<file path="src/rtl/sm_add_arbiter_if.sv">
// Requester/consumer bundle for the shared sign-magnitude adder arbiter.
// The arbiter takes the slave side; clients and the consumer take the master side.
interface sm_add_arbiter_if #(
  parameter int WIDTH = 15,
  parameter int NREQ  = 4,
  parameter int IDW   = 2
);
  logic [NREQ-1:0]       req_valid;
  logic [NREQ-1:0]       req_ready;
  logic [NREQ*WIDTH-1:0] req_a;
  logic [NREQ*WIDTH-1:0] req_b;
  logic                  out_valid;
  logic                  out_ready;
  logic [WIDTH:0]        out_data;
  logic [IDW-1:0]        out_id;
  logic                  busy;

  modport slave (
    input  req_valid, req_a, req_b, out_ready,
    output req_ready, out_valid, out_data, out_id, busy
  );

  modport master (
    output req_valid, req_a, req_b, out_ready,
    input  req_ready, out_valid, out_data, out_id, busy
  );
endinterface

</file>
<file path="src/rtl/sm_add_arbiter.sv">
// Round-robin arbiter sharing one sign-magnitude adder between NREQ requesters.
// Flow per operation: grant/capture in IDLE, add in CALC, hold tagged result in HOLD.
module sm_add_arbiter #(
  parameter int WIDTH = 15,
  parameter int NREQ  = 4,
  parameter int IDW   = 2
) (
  input  logic            clk,
  input  logic            rst,
  sm_add_arbiter_if.slave bus
);

  typedef enum logic [1:0] {IDLE, CALC, HOLD} state_e;

  state_e           state_q, state_d;
  logic [IDW-1:0]   rr_ptr_q, rr_ptr_d;
  logic [IDW-1:0]   id_q, id_d;
  logic [WIDTH-1:0] a_q, a_d;
  logic [WIDTH-1:0] b_q, b_d;
  logic             out_valid_q, out_valid_d;
  logic [WIDTH:0]   out_data_q, out_data_d;
  logic [IDW-1:0]   out_id_q, out_id_d;

  logic             found;
  logic [IDW-1:0]   win;
  logic [IDW:0]     cand;
  logic [NREQ-1:0]  grant;

  logic [WIDTH-2:0] ma, mb;
  logic             sa, sb;
  logic             sum_sign;
  logic [WIDTH-1:0] sum_mag;
  logic [WIDTH:0]   sum;

  // First valid requester at or after rr_ptr, wrapping modulo NREQ.
  always_comb begin
    found = 1'b0;
    win   = '0;
    cand  = '0;
    for (int k = 0; k < NREQ; k++) begin
      cand = {1'b0, rr_ptr_q} + (IDW+1)'(k);
      if (cand >= (IDW+1)'(NREQ)) cand = cand - (IDW+1)'(NREQ);
      if (!found && bus.req_valid[cand[IDW-1:0]]) begin
        found = 1'b1;
        win   = cand[IDW-1:0];
      end
    end
  end

  always_comb begin
    ma       = a_q[WIDTH-2:0];
    mb       = b_q[WIDTH-2:0];
    sa       = a_q[WIDTH-1];
    sb       = b_q[WIDTH-1];
    sum_sign = 1'b0;
    sum_mag  = '0;
    if (sa == sb) begin
      sum_mag  = {1'b0, ma} + {1'b0, mb};
      sum_sign = sa;
    end else if (ma > mb) begin
      sum_mag  = {1'b0, ma - mb};
      sum_sign = sa;
    end else if (mb > ma) begin
      sum_mag  = {1'b0, mb - ma};
      sum_sign = sb;
    end
    // Opposite signs with equal magnitudes fall through to positive zero.
    sum = {sum_sign, sum_mag};
  end

  always_comb begin
    state_d     = state_q;
    rr_ptr_d    = rr_ptr_q;
    id_d        = id_q;
    a_d         = a_q;
    b_d         = b_q;
    out_valid_d = out_valid_q;
    out_data_d  = out_data_q;
    out_id_d    = out_id_q;
    grant       = '0;
    case (state_q)
      IDLE: begin
        if (found) begin
          grant[win] = 1'b1;
          a_d        = bus.req_a[int'(win)*WIDTH +: WIDTH];
          b_d        = bus.req_b[int'(win)*WIDTH +: WIDTH];
          id_d       = win;
          rr_ptr_d   = (win == IDW'(NREQ-1)) ? '0 : win + 1'b1;
          state_d    = CALC;
        end
      end
      CALC: begin
        out_data_d  = sum;
        out_id_d    = id_q;
        out_valid_d = 1'b1;
        state_d     = HOLD;
      end
      HOLD: begin
        if (bus.out_ready) begin
          out_valid_d = 1'b0;
          state_d     = IDLE;
        end
      end
      default: state_d = IDLE;
    endcase
  end

  always_ff @(posedge clk) begin
    if (rst) begin
      state_q     <= IDLE;
      rr_ptr_q    <= '0;
      id_q        <= '0;
      a_q         <= '0;
      b_q         <= '0;
      out_valid_q <= 1'b0;
      out_data_q  <= '0;
      out_id_q    <= '0;
    end else begin
      state_q     <= state_d;
      rr_ptr_q    <= rr_ptr_d;
      id_q        <= id_d;
      a_q         <= a_d;
      b_q         <= b_d;
      out_valid_q <= out_valid_d;
      out_data_q  <= out_data_d;
      out_id_q    <= out_id_d;
    end
  end

  // A grant in the reset cycle would be a lost handshake, so reset masks it.
  assign bus.req_ready = rst ? '0 : grant;
  assign bus.out_valid = out_valid_q;
  assign bus.out_data  = out_data_q;
  assign bus.out_id    = out_id_q;
  assign bus.busy      = (state_q != IDLE);

endmodule

</file>
<file path="src/flat_wrapper.sv">
// flat-port wrapper written by rule: the top's interface ports become plain ports
module sm_add_arbiter_flat 
#(
  parameter int WIDTH = 15,
  parameter int NREQ  = 4,
  parameter int IDW   = 2
)
  (clk, rst, bus_req_valid, bus_req_a, bus_req_b, bus_out_ready, bus_req_ready, bus_out_valid, bus_out_data, bus_out_id, bus_busy);
  sm_add_arbiter_if #(.WIDTH(WIDTH), .NREQ(NREQ), .IDW(IDW)) bus_i ();
  input  logic clk;
  input  logic rst;
  input wire logic [$bits(bus_i.req_valid)-1:0] bus_req_valid;
  input wire logic [$bits(bus_i.req_a)-1:0] bus_req_a;
  input wire logic [$bits(bus_i.req_b)-1:0] bus_req_b;
  input wire logic [$bits(bus_i.out_ready)-1:0] bus_out_ready;
  output wire logic [$bits(bus_i.req_ready)-1:0] bus_req_ready;
  output wire logic [$bits(bus_i.out_valid)-1:0] bus_out_valid;
  output wire logic [$bits(bus_i.out_data)-1:0] bus_out_data;
  output wire logic [$bits(bus_i.out_id)-1:0] bus_out_id;
  output wire logic [$bits(bus_i.busy)-1:0] bus_busy;
  assign bus_i.req_valid = bus_req_valid;
  assign bus_i.req_a = bus_req_a;
  assign bus_i.req_b = bus_req_b;
  assign bus_i.out_ready = bus_out_ready;
  assign bus_req_ready = bus_i.req_ready;
  assign bus_out_valid = bus_i.out_valid;
  assign bus_out_data = bus_i.out_data;
  assign bus_out_id = bus_i.out_id;
  assign bus_busy = bus_i.busy;
  sm_add_arbiter #(.WIDTH(WIDTH), .NREQ(NREQ), .IDW(IDW)) u_core (.clk(clk), .rst(rst), .bus(bus_i));
endmodule
</file>
<file path="config.mk">
export PLATFORM = sky130hd
export DESIGN_NAME = sm_add_arbiter_flat
export DESIGN_NICKNAME = d
export VERILOG_FILES = /design/src/rtl/sm_add_arbiter_if.sv /design/src/rtl/sm_add_arbiter.sv /design/src/flat_wrapper.sv
export SDC_FILE = /design/constraint.sdc
export NUM_CORES = 1
export LEC_CHECK = 0
export CAP_MARGIN = 20
export CORE_ASPECT_RATIO = 1.1
export CORE_UTILIZATION = 40
export DETAILED_ROUTE_END_ITERATION = 16
export PLACE_DENSITY = 0.69
export SYNTH_ARGS = -nofsm -noshare
export SYNTH_HDL_FRONTEND = slang
export SYNTH_SLANG_ARGS = --single-unit
</file>
<file path="constraint.sdc">
create_clock -name clk -period 5.9 [get_ports clk]
set_input_delay 1.18 -clock clk [delete_from_list [all_inputs] [get_ports clk]]
set_output_delay 1.18 -clock clk [all_outputs]
set_load 0.02 [all_outputs]
</file>
==> impl_metrics.py <==
metrics = {
    "status": {
        "status": "finished, final reports clean",
    },
    "die": {
        "core_area_mm2": 0.0122,
        "die_h_um": 121,
        "ios": 151,
        "die_x_um": 110,
        "dieArea_mm2": 0.0133,
        "row_count": 42,
        "start_util": 0.418,
    },
    "power": {
        "p_sw_uw": 1020,
        "p_leak_uw": 0.00286,
        "swShare": 0.469,
        "combPwrFrac": 0.632,
        "ir_worst_vdd_mv": 0.216,
        "power_frac_clock": 0.141,
        "p_per_area_mw_per_mm2": 320,
        "seq_power_share": 0.228,
        "intPower_uw": 1160,
    },
    "synthesis": {
        "synth-warning-count": 0,
        "post_synth.cell_area_avg_um2": 7.00,
        "synth_seq_area_share": 0.215,
        "ys_ff_latch": 55,
        "synth_cells": 731,
        "synth_fp_nets": 907,
        "synthArstFlopShare": 0,
        "syn_area_mm2": 0.00512,
        "synth_enable_flop_cells": 0,
        "ys_dominant_reg_cell": "dfxtp_1",
        "synthDistinctLibCells": 68,
    },
    "critical_path": {
        "critPathLaunch": "bus_req_valid[0]",
        "r2r.worst_path.cells": 11,
        "r2r-end": "u_core.bus.out_data[10]",
        "worstSetupStartpointType": "input pin",
        "max_stage_delay_ns": 0.59,
        "endpoint_kind": "output port",
        "cpMostUsedCell": "clkdlybuf4s50_1",
        "crit_required_ns": 4.72,
        "crit_slowest_cell": "clkdlybuf4s50_1",
        "rrSetupSlack_ns": 2.59,
        "cp_data_arrival_time_ns": 3.44,
        "rr_startpoint": "u_core.a_q[0]",
        "critical_path_class": "in -> out",
        "critPathMaxFanout": 7,
        "path_cells": "clkdlybuf4s50_1, mux2i_1, nor2_1, or3_2, inv_2, ha_1, and2_1, clkdlybuf4s50_1",
    },
    "worst_hold_path": {
        "hp-class": "reg -> reg",
        "hold_start": "u_core.bus.out_data[11]",
        "hold_path_end": "u_core.bus.out_data[11]",
        "min_delay_path_depth": 2,
    },
    "cells_and_area": {
        "syn_to_final_growth_pct": 32.9,
        "design_area_mm2": 0.00680,
        "stdcell_count": 998,
        "n_antenna_cell": 0,
        "fill_cells": 1168,
        "drive_gt1_frac": 0.0462,
        "final_nets": 1019,
    },
    "timing": {
        "finalSetupTns_ns": 0,
        "final-setup-viol-count": 0,
        "hold_violations": 0,
        "maxSlewViolCount": 0,
        "grt_setup_unrepaired": "no",
        "fin_skew_ns": 0.00998,
        "period_share": 0.783,
        "worst_slew_pin_slew_ns": 0.675,
        "fmax_mhz": 216,
        "slew_headroom": 0.550,
        "min_period_ns": 4.62,
    },
    "global_routing": {
        "grt_pass1_vias": 5138,
        "grt_max_degree": 68,
        "grt.overflow.total": 0,
        "antenna_found_initial": 0,
        "grt_pass1_wl_um": 25600,
        "grtUsageTotal": 0.246,
    },
    "clocking": {
        "cts_buffers": 5,
        "holdBufCountCts": 0,
        "clk_pin_slew_ns": 0.08,
        "clkSinkCount": 55,
        "tritoncts": "built",
        "postCtsSetupRepairBufs": 0,
        "cts_max_level": 2,
        "cts_resized": 0,
        "cts_max_path_buffers": 2,
        "clk_latency_ns": 0.31,
        "clockRootBuffer": "clkbuf_16",
    },
    "flow_run": {
        "cap_violations": 0,
    },
    "drt": {
        "wl_um": 16300,
        "final_antenna_net_count": 0,
        "vias_per_cell": 5.53,
        "wire_per_inst_um": 16.3,
        "first_pass_iters": 5,
        "drc_errors": 0,
        "drt_iter0_drc": 236,
        "num_vias": 5520,
    },
    "placement": {
        "io_buffer_count": 150,
        "hpwl_um": 12800,
        "dp.cells": 989,
        "place_area_mm2": 0.00663,
        "gp_congestion": 0.878,
    },
}
==> layout make-up <==
| type | instances | area [um^2] | area share |
|---|---|---|---|
| clock buffer | 5 | 125 | 0.0184 |
| inverter | 45 | 169 | 0.0248 |
| multi-input combinational | 577 | 3610 | 0.531 |
| sequential | 55 | 1100 | 0.162 |
| tap | 154 | 193 | 0.0283 |
| clock inverter | 3 | 18.8 | 0.00276 |
| timing repair buffer | 159 | 1580 | 0.233 |
==> Yosys cell counts, types with 4 or more instances <==
cell type    n  area share
nor2_1      66       0.048
nor2b_1      7      0.0086
nand2_1    149        0.11
a311oi_1    32       0.055
ha_1        46        0.11
o21ai_1      4      0.0039
and3_1      32       0.039
and2_1       5      0.0061
o21ai_0     22       0.022
buf_2       12       0.012
dfxtp_1     55        0.22
o21bai_1     7       0.010
o41ai_1      4      0.0068
inv_1       44       0.032
a221oi_1     6       0.010
o22ai_1      4      0.0049
nand3_1      8      0.0078
o211ai_1     4      0.0059
xnor2_1     11       0.019
buf_6        4      0.0088
a21oi_1     77       0.075
a21o_1       8       0.012
nor3_1       8      0.0078
nand2b_1     9       0.011
clkbuf_1    33       0.024
==> placed cells by master (no fill, tap or decap), types with 6 or more instances in the layout <==
cell and instances:
buf_4 8, o21bai_1 7, clkdlybuf4s50_1 149, nand3_1 8, inv_1 44, nor3_1 8, a21o_1 8, a311oi_1 32
nand2_1 149, dfxtp_1 55, xnor2_1 10, a221oi_1 6, nand2b_1 9, nor2b_1 7, nor2_1 66, ha_1 46
o21ai_0 22, and3_1 32, a21oi_1 77
==> critical path, delay by kind of cell <==
family | cells | cell delay [ns]
buf+inv | 3 | 1.21
mux | 1 | 0.15
simple gates | 3 | 0.72
fa+ha+maj | 1 | 0.18
==> through the flow <==
step	power [uW]	setup WS [ns]	utilization	hold WS [ns]
after global routing	2340	1.17	0.556	0.480
after detailed placement	1850	0.910	0.542	0.444
after CTS	2160	0.918	0.553	0.458
after floorplan	1490	2.03	-	0.432
after global placement	1830	0.930	0.542	0.438
final	2180	1.28	0.556	0.452
==> flip-flops by register name, summed over array words and instances, names as in the netlist <==
signal	cells
u_core.id_q	2
u_core.a_q	15
u_core.rr_ptr_q	2
u_core.bus.out_data	16
u_core.state_q	2
u_core.b_q	15
u_core.bus.out_valid	1
u_core.bus.out_id	2
==> per-layer routing <==
layer,GRT usage,part of all wire,vias to the layer above
met5,0,0,-
met1,0.317,0.47,2532
met2,0.413,0.46,184
met4,0.0658,0.017,0
met3,0.0469,0.061,17
li1,-,-,2787
==> kinds of logic after synthesis <==
group	count (synthesis)	synth area share
compound gates	211	0.282
simple gates	301	0.267
xor+xnor	13	0.0222
flops	55	0.215
buf+inv	99	0.0836
mux	3	0.00587
fa+ha+maj	49	0.124
==> power groups by stage <==
| stage | Sequential (uW) | Combinational (uW) | Clock, uW |
|---|---|---|---|
| floorplan | 510 | 982 | 0 |
| global placement | 501 | 1330 | 0 |
| detailed placement | 505 | 1350 | 0 |
| CTS | 497 | 1350 | 311 |
| global route | 508 | 1500 | 325 |
| finish | 496 | 1380 | 306 |
==> worst max path at each step <==
| stage | to | slack (ns) | cells after the start |
|---|---|---|---|
| 2_1_floorplan | bus_req_ready[3] | 2.03 | 8 |
| 3_3_place_gp | bus_req_ready[3] | 0.93 | 8 |
| 3_5_place_dp | bus_req_ready[3] | 0.91 | 8 |
| 4_1_cts | bus_req_ready[3] | 0.92 | 8 |
| 5_1_grt | bus_req_ready[3] | 1.17 | 8 |
| 6_report | bus_req_ready[3] | 1.28 | 8 |
No activity file was read; power rests on OpenSTA's default activity.
